[src/rtl/syst_ws_ctrl.sv]
// syst_ws_ctrl
// Sequencing controller for a STR x COL weight-stationary systolic array.
// It loads a row-major weight stream into shadow registers, commits them to
// the array in one cycle, and skews X vectors column by column into the top
// row of the array. Validity and last markers travel through a shadow
// pipeline. The per-row partial sums coming back are deskewed and returned
// as aligned Y vectors.
//
// Ports
//   clk_i, rst_i          clock; synchronous active-high reset
//   start_i, reuse_w_i    job start (IDLE only); reuse_w_i skips the weight load
//   busy_o, done_o        not-IDLE flag; one-cycle end-of-job pulse
//   w_data_i/valid/ready  weight word stream, index i*COL+j
//   x_data_i/valid/last/ready  X vector stream, column j at [j*X_WIDTH +: X_WIDTH]
//   arr_weight_o, arr_valid_w_o  weights and weight strobes to the array
//   arr_x_o, arr_valid_o  skewed top-row activations and valids to the array
//   arr_y_i               per-row results from the array
//   y_data_o/valid/last   aligned results, row i at [i*Y_WIDTH +: Y_WIDTH]
module syst_ws_ctrl #(
    parameter int STR     = 4,
    parameter int COL     = 4,
    parameter int W_WIDTH = 8,
    parameter int X_WIDTH = 8,
    parameter int Y_WIDTH = 20
) (
    input  logic                                    clk_i,
    input  logic                                    rst_i,
    input  logic                                    start_i,
    input  logic                                    reuse_w_i,
    output logic                                    busy_o,
    output logic                                    done_o,
    input  logic [W_WIDTH-1:0]                      w_data_i,
    input  logic                                    w_valid_i,
    output logic                                    w_ready_o,
    input  logic [COL*X_WIDTH-1:0]                  x_data_i,
    input  logic                                    x_valid_i,
    input  logic                                    x_last_i,
    output logic                                    x_ready_o,
    output logic [STR-1:0][COL-1:0][W_WIDTH-1:0]    arr_weight_o,
    output logic [STR-1:0][COL-1:0]                 arr_valid_w_o,
    output logic [COL-1:0][X_WIDTH-1:0]             arr_x_o,
    output logic [COL-1:0]                          arr_valid_o,
    input  logic [STR-1:0][Y_WIDTH-1:0]             arr_y_i,
    output logic [STR*Y_WIDTH-1:0]                  y_data_o,
    output logic                                    y_valid_o,
    output logic                                    y_last_o
);

    localparam int NW     = STR * COL;
    localparam int WCNT_W = (NW > 1) ? $clog2(NW) : 1;
    localparam int DEPTH  = COL + STR + 1;
    localparam logic [WCNT_W-1:0] WCNT_LAST = WCNT_W'(NW - 1);

    typedef enum logic [2:0] {
        IDLE   = 3'd0,
        LOAD_W = 3'd1,
        COMMIT = 3'd2,
        STREAM = 3'd3,
        DRAIN  = 3'd4
    } state_t;

    state_t                                 state_r;
    state_t                                 state_next_s;
    logic                                   w_hs_s;
    logic                                   x_hs_s;
    logic [WCNT_W-1:0]                      wcnt_r;
    logic                                   busy_r;
    logic                                   done_r;
    logic                                   w_ready_r;
    logic                                   x_ready_r;
    logic [STR-1:0][COL-1:0][W_WIDTH-1:0]   weight_r;
    logic [STR-1:0][COL-1:0]                valid_w_r;
    logic [DEPTH-1:0]                       sh_valid_r;
    logic [DEPTH-1:0]                       sh_last_r;
    logic [COL*X_WIDTH-1:0]                 sk_in_s;
    logic [STR-1:0][Y_WIDTH-1:0]            row_al_s;
    logic [STR-1:0][Y_WIDTH-1:0]            y_data_r;

    assign busy_o        = busy_r;
    assign done_o        = done_r;
    assign w_ready_o     = w_ready_r;
    assign x_ready_o     = x_ready_r;
    assign arr_weight_o  = weight_r;
    assign arr_valid_w_o = valid_w_r;
    assign y_valid_o     = sh_valid_r[DEPTH-1];
    assign y_last_o      = sh_last_r[DEPTH-1];
    assign y_data_o      = y_data_r;

    // Non-accepted cycles feed zero data so bubbles never carry stale values.
    assign sk_in_s = x_hs_s ? x_data_i : '0;

    // State register.
    always_ff @(posedge clk_i) begin
        if (rst_i) begin
            state_r <= IDLE;
        end else begin
            state_r <= state_next_s;
        end
    end

    // Next-state decode and handshake qualification.
    always_comb begin
        state_next_s = state_r;
        w_hs_s       = 1'b0;
        x_hs_s       = 1'b0;
        case (state_r)
            IDLE: begin
                if (start_i) begin
                    if (reuse_w_i) begin
                        state_next_s = STREAM;
                    end else begin
                        state_next_s = LOAD_W;
                    end
                end else begin
                    state_next_s = IDLE;
                end
            end
            LOAD_W: begin
                w_hs_s = w_valid_i && w_ready_r;
                if (w_hs_s && (wcnt_r == WCNT_LAST)) begin
                    state_next_s = COMMIT;
                end else begin
                    state_next_s = LOAD_W;
                end
            end
            COMMIT: begin
                state_next_s = STREAM;
            end
            STREAM: begin
                x_hs_s = x_valid_i && x_ready_r;
                if (x_hs_s && x_last_i) begin
                    state_next_s = DRAIN;
                end else begin
                    state_next_s = STREAM;
                end
            end
            DRAIN: begin
                // y_last_o is registered, so leaving here lines up with done_o.
                if (y_last_o) begin
                    state_next_s = IDLE;
                end else begin
                    state_next_s = DRAIN;
                end
            end
            default: begin
                state_next_s = IDLE;
            end
        endcase
    end

    // Registered control outputs and the weight word counter.
    always_ff @(posedge clk_i) begin
        if (rst_i) begin
            busy_r    <= 1'b0;
            done_r    <= 1'b0;
            w_ready_r <= 1'b0;
            x_ready_r <= 1'b0;
            valid_w_r <= '0;
            wcnt_r    <= '0;
        end else begin
            busy_r    <= (state_next_s != IDLE);
            w_ready_r <= (state_next_s == LOAD_W);
            x_ready_r <= (state_next_s == STREAM);
            valid_w_r <= {NW{(state_next_s == COMMIT)}};
            // One cycle ahead of y_last_o so both assert together.
            done_r    <= (state_r == DRAIN) && sh_valid_r[DEPTH-2] && sh_last_r[DEPTH-2];
            if (state_r != LOAD_W) begin
                wcnt_r <= '0;
            end else if (w_hs_s) begin
                wcnt_r <= (wcnt_r == WCNT_LAST) ? '0 : wcnt_r + WCNT_W'(1);
            end
        end
    end

    // Shadow weights, which also drive the array weight bus directly.
    always_ff @(posedge clk_i) begin
        if (rst_i) begin
            weight_r <= '0;
        end else begin
            for (int i = 0; i < STR; i++) begin
                for (int j = 0; j < COL; j++) begin
                    if (w_hs_s && (wcnt_r == WCNT_W'(i * COL + j))) begin
                        weight_r[i][j] <= w_data_i;
                    end
                end
            end
        end
    end

    // Valid/last shadow pipeline spanning skew, array and deskew latency.
    always_ff @(posedge clk_i) begin
        if (rst_i) begin
            sh_valid_r <= '0;
            sh_last_r  <= '0;
        end else begin
            sh_valid_r <= {sh_valid_r[DEPTH-2:0], x_hs_s};
            sh_last_r  <= {sh_last_r[DEPTH-2:0], x_hs_s && x_last_i};
        end
    end

    // Input skew: column j sees the vector j cycles after column 0.
    for (genvar gj = 0; gj < COL; gj++) begin : g_skew
        logic [gj:0][X_WIDTH-1:0] d_r;
        logic [gj:0]              v_r;

        // Column delay line of 1+gj stages.
        always_ff @(posedge clk_i) begin
            if (rst_i) begin
                d_r <= '0;
                v_r <= '0;
            end else begin
                d_r[0] <= sk_in_s[gj*X_WIDTH +: X_WIDTH];
                v_r[0] <= x_hs_s;
                for (int k = 1; k <= gj; k++) begin
                    d_r[k] <= d_r[k-1];
                    v_r[k] <= v_r[k-1];
                end
            end
        end

        assign arr_x_o[gj]     = d_r[gj];
        assign arr_valid_o[gj] = v_r[gj];
    end

    // Output deskew: row i waits STR-1-i cycles so all rows line up.
    for (genvar gi = 0; gi < STR; gi++) begin : g_deskew
        if (gi < STR - 1) begin : g_dly
            localparam int N = STR - 1 - gi;
            logic [N-1:0][Y_WIDTH-1:0] d_r;

            // Row delay line of N stages.
            always_ff @(posedge clk_i) begin
                if (rst_i) begin
                    d_r <= '0;
                end else begin
                    d_r[0] <= arr_y_i[gi];
                    for (int k = 1; k < N; k++) begin
                        d_r[k] <= d_r[k-1];
                    end
                end
            end

            assign row_al_s[gi] = d_r[N-1];
        end else begin : g_pass
            assign row_al_s[gi] = arr_y_i[gi];
        end
    end

    // Aligned result register; forced to zero for non-valid slots.
    always_ff @(posedge clk_i) begin
        if (rst_i) begin
            y_data_r <= '0;
        end else if (sh_valid_r[DEPTH-2]) begin
            y_data_r <= row_al_s;
        end else begin
            y_data_r <= '0;
        end
    end

endmodule

[config.mk]
export PLATFORM = sky130hd
export DESIGN_NAME = syst_ws_ctrl
export DESIGN_NICKNAME = d
export VERILOG_FILES = /design/src/rtl/syst_ws_ctrl.sv
export SDC_FILE = /design/constraint.sdc
export NUM_CORES = 1
export LEC_CHECK = 0
export BUFFER_PORTS_ARGS = -buffer_cell sky130_fd_sc_hd__buf_4
export CAP_MARGIN = 20
export CELL_PAD_IN_SITES_DETAIL_PLACEMENT = 1
export CELL_PAD_IN_SITES_GLOBAL_PLACEMENT = 1
export CORE_MARGIN = 2
export CORE_UTILIZATION = 40
export DETAILED_ROUTE_END_ITERATION = 10
export HOLD_SLACK_MARGIN = 0.02
export PLACE_DENSITY = 0.81
export SLEW_MARGIN = 20
export SYNTH_ARGS = -nofsm -noshare
export SYNTH_HDL_FRONTEND = slang
export SYNTH_SLANG_ARGS = --single-unit
[constraint.sdc]
create_clock -name clk_i -period 2.1 [get_ports clk_i]
set_input_delay 0 -clock clk_i [delete_from_list [all_inputs] [get_ports clk_i]]
set_output_delay 0 -clock clk_i [all_outputs]
set_load 0.005 [all_outputs]
# [After elaboration in Yosys (flattened, before gate mapping)]
# Index checks and enable logic that the tools add are counted.
[word_totals] regBits=448 latchBits=0 ram_bits=0 romBits=0 inputBits=127 output_inout_bits=266 wordCells=113 mem_count=0
[classes] addsub=1 multipliers=0 div=0 n_lt_le_gt_ge=0 n_eq_ne=23 shift=0 muxes=9 bitwise_logic=2 n_reduce_logical=29
[ops] cell="4-bit equality test (second input constant)" count=8
[ops] cell="1-bit logical AND" count=23
[ops] cell="4-bit by 3-bit equality test with 1-bit output (second input constant)" count=4
[ops] cell="3-bit one-hot mux with 5 select lines" count=1
[ops] cell="3-bit by 2-bit equality test with 1-bit output (second input constant)" count=4
[ops] cell="3-bit 2-to-1 mux" count=3
[ops] cell="4-bit by 2-bit equality test with 1-bit output (second input constant)" count=2
[ops] cell="3-bit by 1-bit equality test with 1-bit output (second input constant)" count=2
[ops] cell="2-bit OR reduction" count=3
[ops] cell="4-bit by 1-bit adder with 4-bit output (second input constant)" count=1
[ops] cell="4-bit by 1-bit equality test with 1-bit output (second input constant)" count=1
[ops] cell="4-bit zero test" count=1
[ops] cell="2-bit 2-to-1 mux" count=2
[ops] cell="4-bit 2-to-1 mux" count=1
[ops] cell="3-bit equality test (second input constant)" count=1
[ops] cell="3-bit zero test" count=1
[ops] cell="3-bit by 1-bit inequality test with 1-bit output (second input constant)" count=1
[ops] cell="3-bit nonzero test" count=1
[ops] cell="1-bit 2-to-1 mux" count=2
[ops] cell="1-bit inverter" count=2

# [Depth between registers and ports, before layout]
# Gate-level depths: netlist of run 1.
[logic_depth] word_depth=5 mapped_depth=7 depth_no_buf=6

# [Least setup slack after synthesis of run 1]
# Ideal clock, no wire load.
[synth_timing] path_kind="reg-to-reg" startpoint="reg state_r[1]" endpoint="reg weight_r (netlist bit arr_weight_o[32])" setup_time_ps=135 arrival_ps=1617 t_required_ps=1965 path_slack_ps=348 stages_incl_launch_ff=7 path_buffers=2 period_less_slack_ps=1752 cell_sequence="dfxtp_1 -> buf_6 -> or3b_1 -> buf_6 -> nor3_4 -> mux2i_1 -> nor2_2"
[synth_via] elab_chain_cells=3
[synth_rtl] element="start, declared" line="62" text="state_t state_r;"
[synth_rtl] element="start signal, assigned" line="97" text="state_r <= state_next_s;"
[synth_rtl] element="3-bit by 1-bit equality test with 1-bit output" line="106" text="case (state_r)"
[synth_rtl] element="1-bit 2-to-1 mux" line="106"
[synth_rtl] element="1-bit logical AND" line="182" text="if (w_hs_s && (wcnt_r == WCNT_W'(i * COL + j))) begin"
[synth_rtl] element="end signal, assigned by index" line="183" text="weight_r[i][j] <= w_data_i;"
[synth_rtl] element="end, declared" line="71" text="logic [STR-1:0][COL-1:0][W_WIDTH-1:0] weight_r;"
# No other way between the ends.
# A chain may end at the register's enable or synchronous reset.

# [Worst setup path in the final report of run 1]
[layout_timing] startpoint="reg state_r[0]" endpoint="reg weight_r (netlist bit arr_weight_o[46])"
# The elaborated chain is that of the path after synthesis.

==> results of run 1 <==
registers in the layout (all words and copies together) (netlist names), 3 cells and up:
name	cells
arr_x_o	24
arr_weight_o	128
wcnt_r	4
sh_valid_r	9
y_data_o	80
g_skew.d_r	56
sh_last_r	9
state_r	3
g_deskew.g_dly.d_r	120
layer usage:
| layer | share of wire (%) | wire (microns) | up-vias |
|---|---|---|---|
| met1 | 38 | 16900 | 4787 |
| met5 | 0 | 0 | - |
| li1 | - | - | 4663 |
| met2 | 51 | 23000 | 358 |
| met4 | 3.9 | 1730 | 0 |
| met3 | 6.7 | 2990 | 111 |
path summary, 6_finish.rpt:
check / from / endpoint / slack (ns) / cells after the start
setup / recovery: state_r[0] / arr_weight_o[46] / 0.11 / 5
hold / removal: w_valid_i / wcnt_r[1] / 0.08 / 4
setup reg to reg: state_r[0] / arr_weight_o[46] / 0.11 / 5
hold reg to reg: g_deskew[1].g_dly.d_r[2] / g_deskew[1].g_dly.d_r[22] / 0.42 / 1
layout make-up:
type | instances | area [sq um] | share of cell area (%)
tap | 448 | 561 | 2.84
inverter | 5 | 18.8 | 0.0951
multi-input combinational | 626 | 4290 | 21.7
timing repair buffer | 547 | 4510 | 22.9
antenna | 1 | 2.50 | 0.0127
sequential | 438 | 8770 | 44.5
clock buffer | 70 | 1380 | 7.00
clock inverter | 13 | 193 | 0.977
layout by cell type (no fill, tap or decap), types with 3 or more instances in the layout:
cell type and n:
clkbuf_8 14, and2_1 115, nor2_1 102, and4_1 4
nand2_1 6, nand3b_1 5, nor3_4 4, ha_1 4
bufinv_16 3, a21oi_1 5, nand3_1 5, mux2i_1 128
clkbuf_16 46, nor2b_1 184, clkbuf_1 10, nand4_2 7
dfxtp_1 438, clkinv_2 5, buf_12 4, dlygate4sd3_1 140
inv_1 5, nor2_2 32, buf_4 402
worst min-delay path: cells and delay by family:
kind	cells	cell delay (ns)
buffers and inverters	1	0.09
AND/OR/NAND/NOR	2	0.44
AO/OA/AOI/OAI	1	0.05
kinds of logic (layout without fill, tap and decap cells):
logic type | count (synthesis) | after routing | synth area share [%]
other | 0 | 1 | 0
multiplexers | 128 | 128 | 9.37
flip-flops | 438 | 438 | 64.1
buffers and inverters | 117 | 635 | 4.63
AO/OA/AOI/OAI | 16 | 16 | 0.833
XOR/XNOR | 2 | 2 | 0.128
adder cells (fa/ha/maj) | 4 | 4 | 0.366
AND/OR/NAND/NOR | 476 | 476 | 20.6
power breakdown:
| group | total, uW | switching (uW) | internal, uW |
|---|---|---|---|
| clock network | 8400 | 3470 | 4930 |
| registers | 8490 | 60.0 | 8430 |
| logic | 870 | 400 | 470 |
| total | 17800 | 3930 | 13800 |
repair_timing:
| action | in CTS | in global routing |
|---|---|---|
| gates resized for setup | 0 | 0 |
| setup buffers | 0 | 0 |
| hold buffers | 140 | 0 |
| endpoints found under the hold margin | 258 | 0 |
through the flow:
| stage | area, sq um | utilization, % | worst slack (ns) |
|---|---|---|---|
| 3_3_place_gp | 16700 | 49.8 | 0.224 |
| 5_1_grt | 19700 | 58.7 | 0.00270 |
| 2_1_floorplan | 13700 | - | 0.348 |
| 6_report | 19700 | 58.7 | 0.106 |
| 4_1_cts | 19700 | 58.7 | 0.101 |
| 3_5_place_dp | 16700 | 49.8 | 0.146 |
==> run metrics, run 1 <==
boundary pin count=393; per-cell routed wire length=20.8 microns; Overflow after GRT=0; CP cell instances=or3b_1 > nor3_4 > buf_4 > mux2i_1 > nor2_2; Synth Area per Inst=11.6 sq um; top cells by area, synth=dfxtp_1 (64%), mux2i_1 (9.4%), nor2b_1 (8.5%); ys flop type=dfxtp_1; IO Port Bufs=392; Critical Path Max Stage Delay=0.60 ns; top cells by instance count after synthesis=dfxtp_1 (438), nor2b_1 (185), mux2i_1 (128); die height=189 microns; drt initial violations=368; final clock skew=0.0418 ns; flops & latches, synth=438; Hold Crit Class=input pin to flip-flop; final number of setup-violating endpoints=0; vias per cell=4.62; critical path class=flip-flop to flip-flop; asr flop ratio synth=0%; GR Util met2=44.6%; Non-Filler Instances=2148; clock tree root driver cell=clkbuf_16; pin count of the biggest net entering global routing=155; TritonCTS buffer count=46; detailed-placement wirelength estimate=24.9 mm; CTS tree=built; GPL Wtd Cong=0.750; antenna violations before repair=1; GR Layer Usage met1=26.3%; Lkg Pwr=0.00898 uW; Layout Nets=1795; vias in the first global route=11.1k; CTS H-tree lvls=2; Synth area leader=dfxtp_1; WP buf/inv=1; Synth Cell Area=0.0137 sq mm; register area share after synthesis=64.1%; Final Max Tran Viols=0; first-pass GRT wire length=66.7 mm; Die X=189 microns; Pwr Density=900 mW/mm^2; WP data required=2.52 ns; Tmin final=1.99 ns; most frequent cell after synthesis=dfxtp_1; CP endpoint kind=flip-flop; final worst-path cycle share=94.9%; Cells after DPL=1924; number of synthesized flops with an enable pin=0; status=completed; Synth Instances=1181; Residual DRC=0; Hold Worst Slack=0.0777 ns; Num Clock Sinks=438; later-pin clock latency in the skew report=0.57 ns; Slew @ Worst Pin=0.768 ns; die footprint=0.0357 sq mm; core footprint=0.0336 sq mm; total power=17800 uW; via count=9919; setup tns final=0 ns; CP max FO=10; synthesis-to-layout area growth=44.2%; critical path data arrival time=2.41 ns; top cell type's share of synthesized area=64.1%; Final Hold Viols=0; worst vdd ir=0.729 mV; CP Launch Type=flip-flop; total track usage=24.3%; Top Usage Layer GRT=met2; Post-Route WL=44.6 mm; RSZ-0062 raised after global routing=no; cell family with most CP delay=simple AND/OR/NAND/NOR gates; Peak Freq=502 MHz; distinct cell type count after synthesis=42; Worst-path clk slew=0.06 ns; Rows=67; net count after synthesis=1312; crit path max-delay cell type=or3b_1; max_cap viols=0; # fillers=3486; Initial Util=40.7%; Clock Path Buffers=3; share of cells above drive strength 1=31.0%; antenna-violating nets left=0; relative slew slack=48.8%; Syn. warnings=0; met3 Track Usage GR=7.01%; drt pass-1 iters=4
Power figures use the tool's default switching activity.
==> run 2, diff against run 1 <==
Settings changed: PLACE_DENSITY 0.81 to default, PLACE_DENSITY_LB_ADDON from default to 0.1.
==> run 2 against run 1 <==
Global-route usage decreased by 3.4 points; sequential cell count unchanged; via count decreased by 3.5%; design area decreased by 1.6%; core utilization decreased by 0.94 points; sequential share of layout area increased by 0.72 points; hold slack improved by 0.0017 ns.
==> run metrics, run 2 (same netlist as run 1, synthesis figures left out) <==
Num Clock Sinks=438; CTS tree=built; antenna violations before repair=1; relative slew slack=51.7%; Lkg Pwr=0.00883 uW; RSZ-0062 raised after global routing=no; detailed-placement wirelength estimate=23.2 mm; clock share of power=45.3%; CTS H-tree lvls=2; status=completed; pin count of the biggest net entering global routing=156; per-cell routed wire length=17.9 microns; vias per cell=4.49; max_cap viols=0; Peak Freq=524 MHz; Initial Util=40.7%; Combinational Power Share=4.9%; multi-input logic area=0.00429 sq mm; drt initial violations=348; boundary pin count=393; final clock skew=0.0175 ns; Residual DRC=0; # fillers=3493; most frequent cells in the layout=dfxtp_1 (438), buf_4 (403), nor2b_1 (184), mux2i_1 (128), dlygate4sd3_1 (125); Net Sw Power=3680 uW; worst hold start=w_valid_i; storage element area=0.00877 sq mm; Rows=67; crit path max-delay cell type=or3b_1; Seq pwr share=49.8%; total track usage=20.9%; Tmin final=1.91 ns; synthesis-to-layout area growth=41.9%; antenna-violating nets left=0; CTS Hold Bufs=125; worst vdd ir=0.710 mV; Final Max Tran Viols=0; Sw Share=21.7%; Hold Worst Slack=0.0793 ns; # resized after CTS=0; via count=9567; CP endpoint kind=flip-flop; core footprint=0.0336 sq mm; CP startpoint=state_r[1]; Hold Crit Class=input pin to flip-flop; vias in the first global route=10.1k; CP max FO=8; Post-CTS Setup Bufs=0; commonest non-fill, non-tap cell in the layout=dfxtp_1; Critical Path Max Stage Delay=0.57 ns; Overflow after GRT=0; drt pass-1 iters=4; Largest register FFs=128; clock tree root driver cell=clkbuf_16; Clock Path Buffers=3; critical path class=flip-flop to flip-flop; setup tns final=0 ns; CP cell instances=or3b_1 > nor3_4 > mux2i_1 > nor2_2; final worst-path cycle share=90.9%; Slew @ Worst Pin=0.723 ns; GPL Wtd Cong=0.743; P_int=13300 uW; critical path data arrival time=2.33 ns; die height=189 microns; reg2reg start=state_r[1]; WP data required=2.52 ns; Worst-path clk slew=0.06 ns; Post-Route WL=38.2 mm; CP Launch Type=flip-flop; Die X=189 microns; Layout Nets=1780; later-pin clock latency in the skew report=0.56 ns; final number of setup-violating endpoints=0; Final Hold Viols=0; die footprint=0.0357 sq mm; share of cells above drive strength 1=31.1%; IO Port Bufs=392; Pwr Density=875 mW/mm^2; first-pass GRT wire length=58.3 mm; TritonCTS buffer count=46
-- run 2: per-layer routing --
layer | global-route usage, % | routed length (microns) | vias up
met1 | 24.4 | 15500 | 4558
met3 | 7.40 | 3130 | 62
met4 | 6.19 | 875 | 0
met2 | 36.1 | 18700 | 314
met5 | 0 | 0 | -
li1 | - | - | 4633
-- run 2: worst paths after layout --
check,to,slack (ns),cells past startpoint
max,arr_weight_o[57],0.19,4
min,wcnt_r[1],0.08,4
max reg2reg,arr_weight_o[57],0.19,4
min reg2reg,y_data_o[57],0.42,1
-- run 2: stage by stage --
step / setup WS (ns) / total power [uW] / area (sq um) / utilization, % / std cells
3_3_place_gp: 0.269 / 9250 / 16700 / 49.8 / 1924
4_1_cts: 0.159 / 17100 / 19400 / 57.7 / 2128
6_report: 0.192 / 17000 / 19400 / 57.7 / 2129
5_1_grt: 0.0529 / 17600 / 19400 / 57.7 / 2129
3_5_place_dp: 0.209 / 9260 / 16700 / 49.8 / 1924
2_1_floorplan: 0.348 / 8950 / 13700 / - / 1181
-- run 2: critical path: cells and delay by family, from the launching register on --
family           cells  cell delay, ns
flip-flops           1            0.31
multiplexers         1            0.31
AND/OR/NAND/NOR      3            1.16
-- run 2: power by group through the flow --
stage / clock network, uW / registers, uW / logic [uW]
finish: 7700 / 8470 / 825
global route: 8250 / 8480 / 893
CTS: 7860 / 8470 / 820
detailed placement: 0 / 8650 / 614
global placement: 0 / 8640 / 606
floorplan: 0 / 8640 / 309
-- run 2: cell type report --
class | count | area share (%)
sequential | 438 | 45.2
timing repair buffer | 532 | 22.4
multi-input combinational | 626 | 22.1
clock buffer | 64 | 6.69
tap | 448 | 2.89
clock inverter | 15 | 0.625
inverter | 5 | 0.0967
antenna | 1 | 0.0129
==> run 3, diff against run 2 <==
Settings changed: PLACE_DENSITY_LB_ADDON 0.1 to 0.05.
==> run 3 against run 2 <==
Clock power is 0.6% lower; total power shrank 0.15%; register-to-register slack worse by 0.03 ns; maximum frequency shrank 1.4%; sequential share of layout area decreased by 0.47 points; combinational power rose by 3.0%; critical endpoint is now arr_weight_o[63]; first-iteration DRC count shrank 11%; routed wire length is 2.0% lower; design area is 1.1% higher; final cell count increased by 1.1%.
==> run metrics, run 3 (same netlist as run 1, synthesis figures left out) <==
Cells after DPL=1924; synthesis-to-layout area growth=43.4%; status=completed; Post-Route WL=37.4 mm; Slew @ Worst Pin=0.778 ns; RSZ-0062 raised after global routing=no; via count=9582; worst vdd ir=0.661 mV; cell family with most CP delay=simple AND/OR/NAND/NOR gates; CP max FO=8; CTS Hold Bufs=146; vias in the first global route=10.0k; Initial Util=40.7%; clock tree root driver cell=clkbuf_16; total track usage=20.5%; Hold Crit Class=input pin to flip-flop; Worst R2R Path Depth=4; boundary pin count=393; GPL Wtd Cong=0.747; final worst-path cycle share=92.2%; antenna violations before repair=2; commonest non-fill, non-tap cell in the layout=dfxtp_1; relative slew slack=48.1%; drt initial violations=308; first-pass GRT wire length=57.4 mm; detailed-placement wirelength estimate=23.3 mm; Clock Path Buffers=3; critical path class=flip-flop to flip-flop; hold depth=4; CP endpoint kind=flip-flop; pin count of the biggest net entering global routing=180; WP data required=2.52 ns; critical path depth=4; Worst-path clk slew=0.06 ns; # resized after CTS=0; uppermost layer routed=met4; die height=189 microns; final number of setup-violating endpoints=0; Non-Filler Instances=2153; most frequent cells in the layout=dfxtp_1 (438), buf_4 (404), nor2b_1 (184), dlygate4sd3_1 (146), mux2i_1 (128); Rows=67; Die X=189 microns; CTS tree=built; share of cells above drive strength 1=30.5%; die footprint=0.0357 sq mm; max_cap viols=0; storage element area=0.00877 sq mm; final clock skew=0.00970 ns; CP Launch Type=flip-flop; setup tns final=0 ns; Layout Nets=1800; vias per cell=4.45; DR WL met3=3.26 mm; Num Clock Sinks=438; Largest register FFs=128; Residual DRC=0; later-pin clock latency in the skew report=0.54 ns; Lkg Pwr=0.00894 uW; per-cell routed wire length=17.4 microns; crit path max-delay cell type=or3b_1; TritonCTS buffer count=45; critical path data arrival time=2.35 ns; CTS H-tree lvls=2; Overflow after GRT=0; Post-CTS Setup Bufs=0; Peak Freq=517 MHz; Pwr Density=865 mW/mm^2; CP cell instances=or3b_1 > nor3_4 > mux2i_1 > nor2_2; Critical Path Max Stage Delay=0.58 ns; IO Port Bufs=392; multi-input logic area=0.00429 sq mm; Final Hold Viols=0; Tmin final=1.94 ns; r2r setup slk=0.16 ns; WL met2=18.1 mm; WP buf/inv=0; drt pass-1 iters=4; core footprint=0.0336 sq mm; routed length on met1=15.4 mm; antenna-violating nets left=0; Final Max Tran Viols=0; # fillers=3489
run 3: changes by cell type in the layout (fill, tap and decap cells not counted):
cell           previous run  this run
dlygate4sd3_1           125       146
clkbuf_1                 10        16
clkinv_2                 10         7
inv_6                     2         0
buf_12                    3         2
buf_4                   403       404
clkbuf_8                  8         9
diode_2                   1         2
run 3: layout make-up:
class | count | share of cell area, %
Antenna cell | 2 | 0.0255
Clock buffer | 71 | 6.81
Clock inverter | 10 | 0.453
Inverter | 5 | 0.0957
Multi-Input combinational cell | 626 | 21.9
Sequential cell | 438 | 44.7
Tap cell | 448 | 2.86
Timing Repair Buffer | 553 | 23.2
run 3: worst reg2reg max path, delay by kind of cell (launching register included):
| family | cells | cell delay (ns) |
|---|---|---|
| AND/OR/NAND/NOR | 3 | 1.18 |
| flip-flops | 1 | 0.31 |
| multiplexers | 1 | 0.33 |
run 3: path summary, 6_finish.rpt:
path	startpoint	to
max	state_r[1]	arr_weight_o[63]
min	reuse_w_i	x_ready_o
max reg2reg	state_r[1]	arr_weight_o[63]
min reg2reg	g_deskew[1].g_dly.d_r[35]	y_data_o[35]
run 3: routing by layer:
layer  up-vias  global-route usage [%]
met1      4539                    23.9
met4         0                    5.17
met3        62                    7.67
li1       4676                       -
met2       305                    35.3
met5         -                       0
run 3: power breakdown:
| part | leakage [uW] | switching, uW | internal (uW) |
|---|---|---|---|
| clock | 0.000699 | 3170 | 4480 |
| combinational | 0.00469 | 374 | 475 |
| sequential | 0.00355 | 35.2 | 8430 |
| total | 0.00894 | 3580 | 13400 |
run 3: per-stage QoR:
stage	hold slack (ns)	area, sq um	utilization [%]	power (uW)	worst slack (ns)
floorplan	0.122	13700	-	8950	0.348
global placement	0.202	16700	49.7	9240	0.261
detailed placement	0.206	16700	49.7	9260	0.167
CTS	0.0263	19600	58.3	17200	0.157
global route	0.0729	19600	58.3	17700	0.0156
finish	0.0509	19600	58.3	17000	0.164
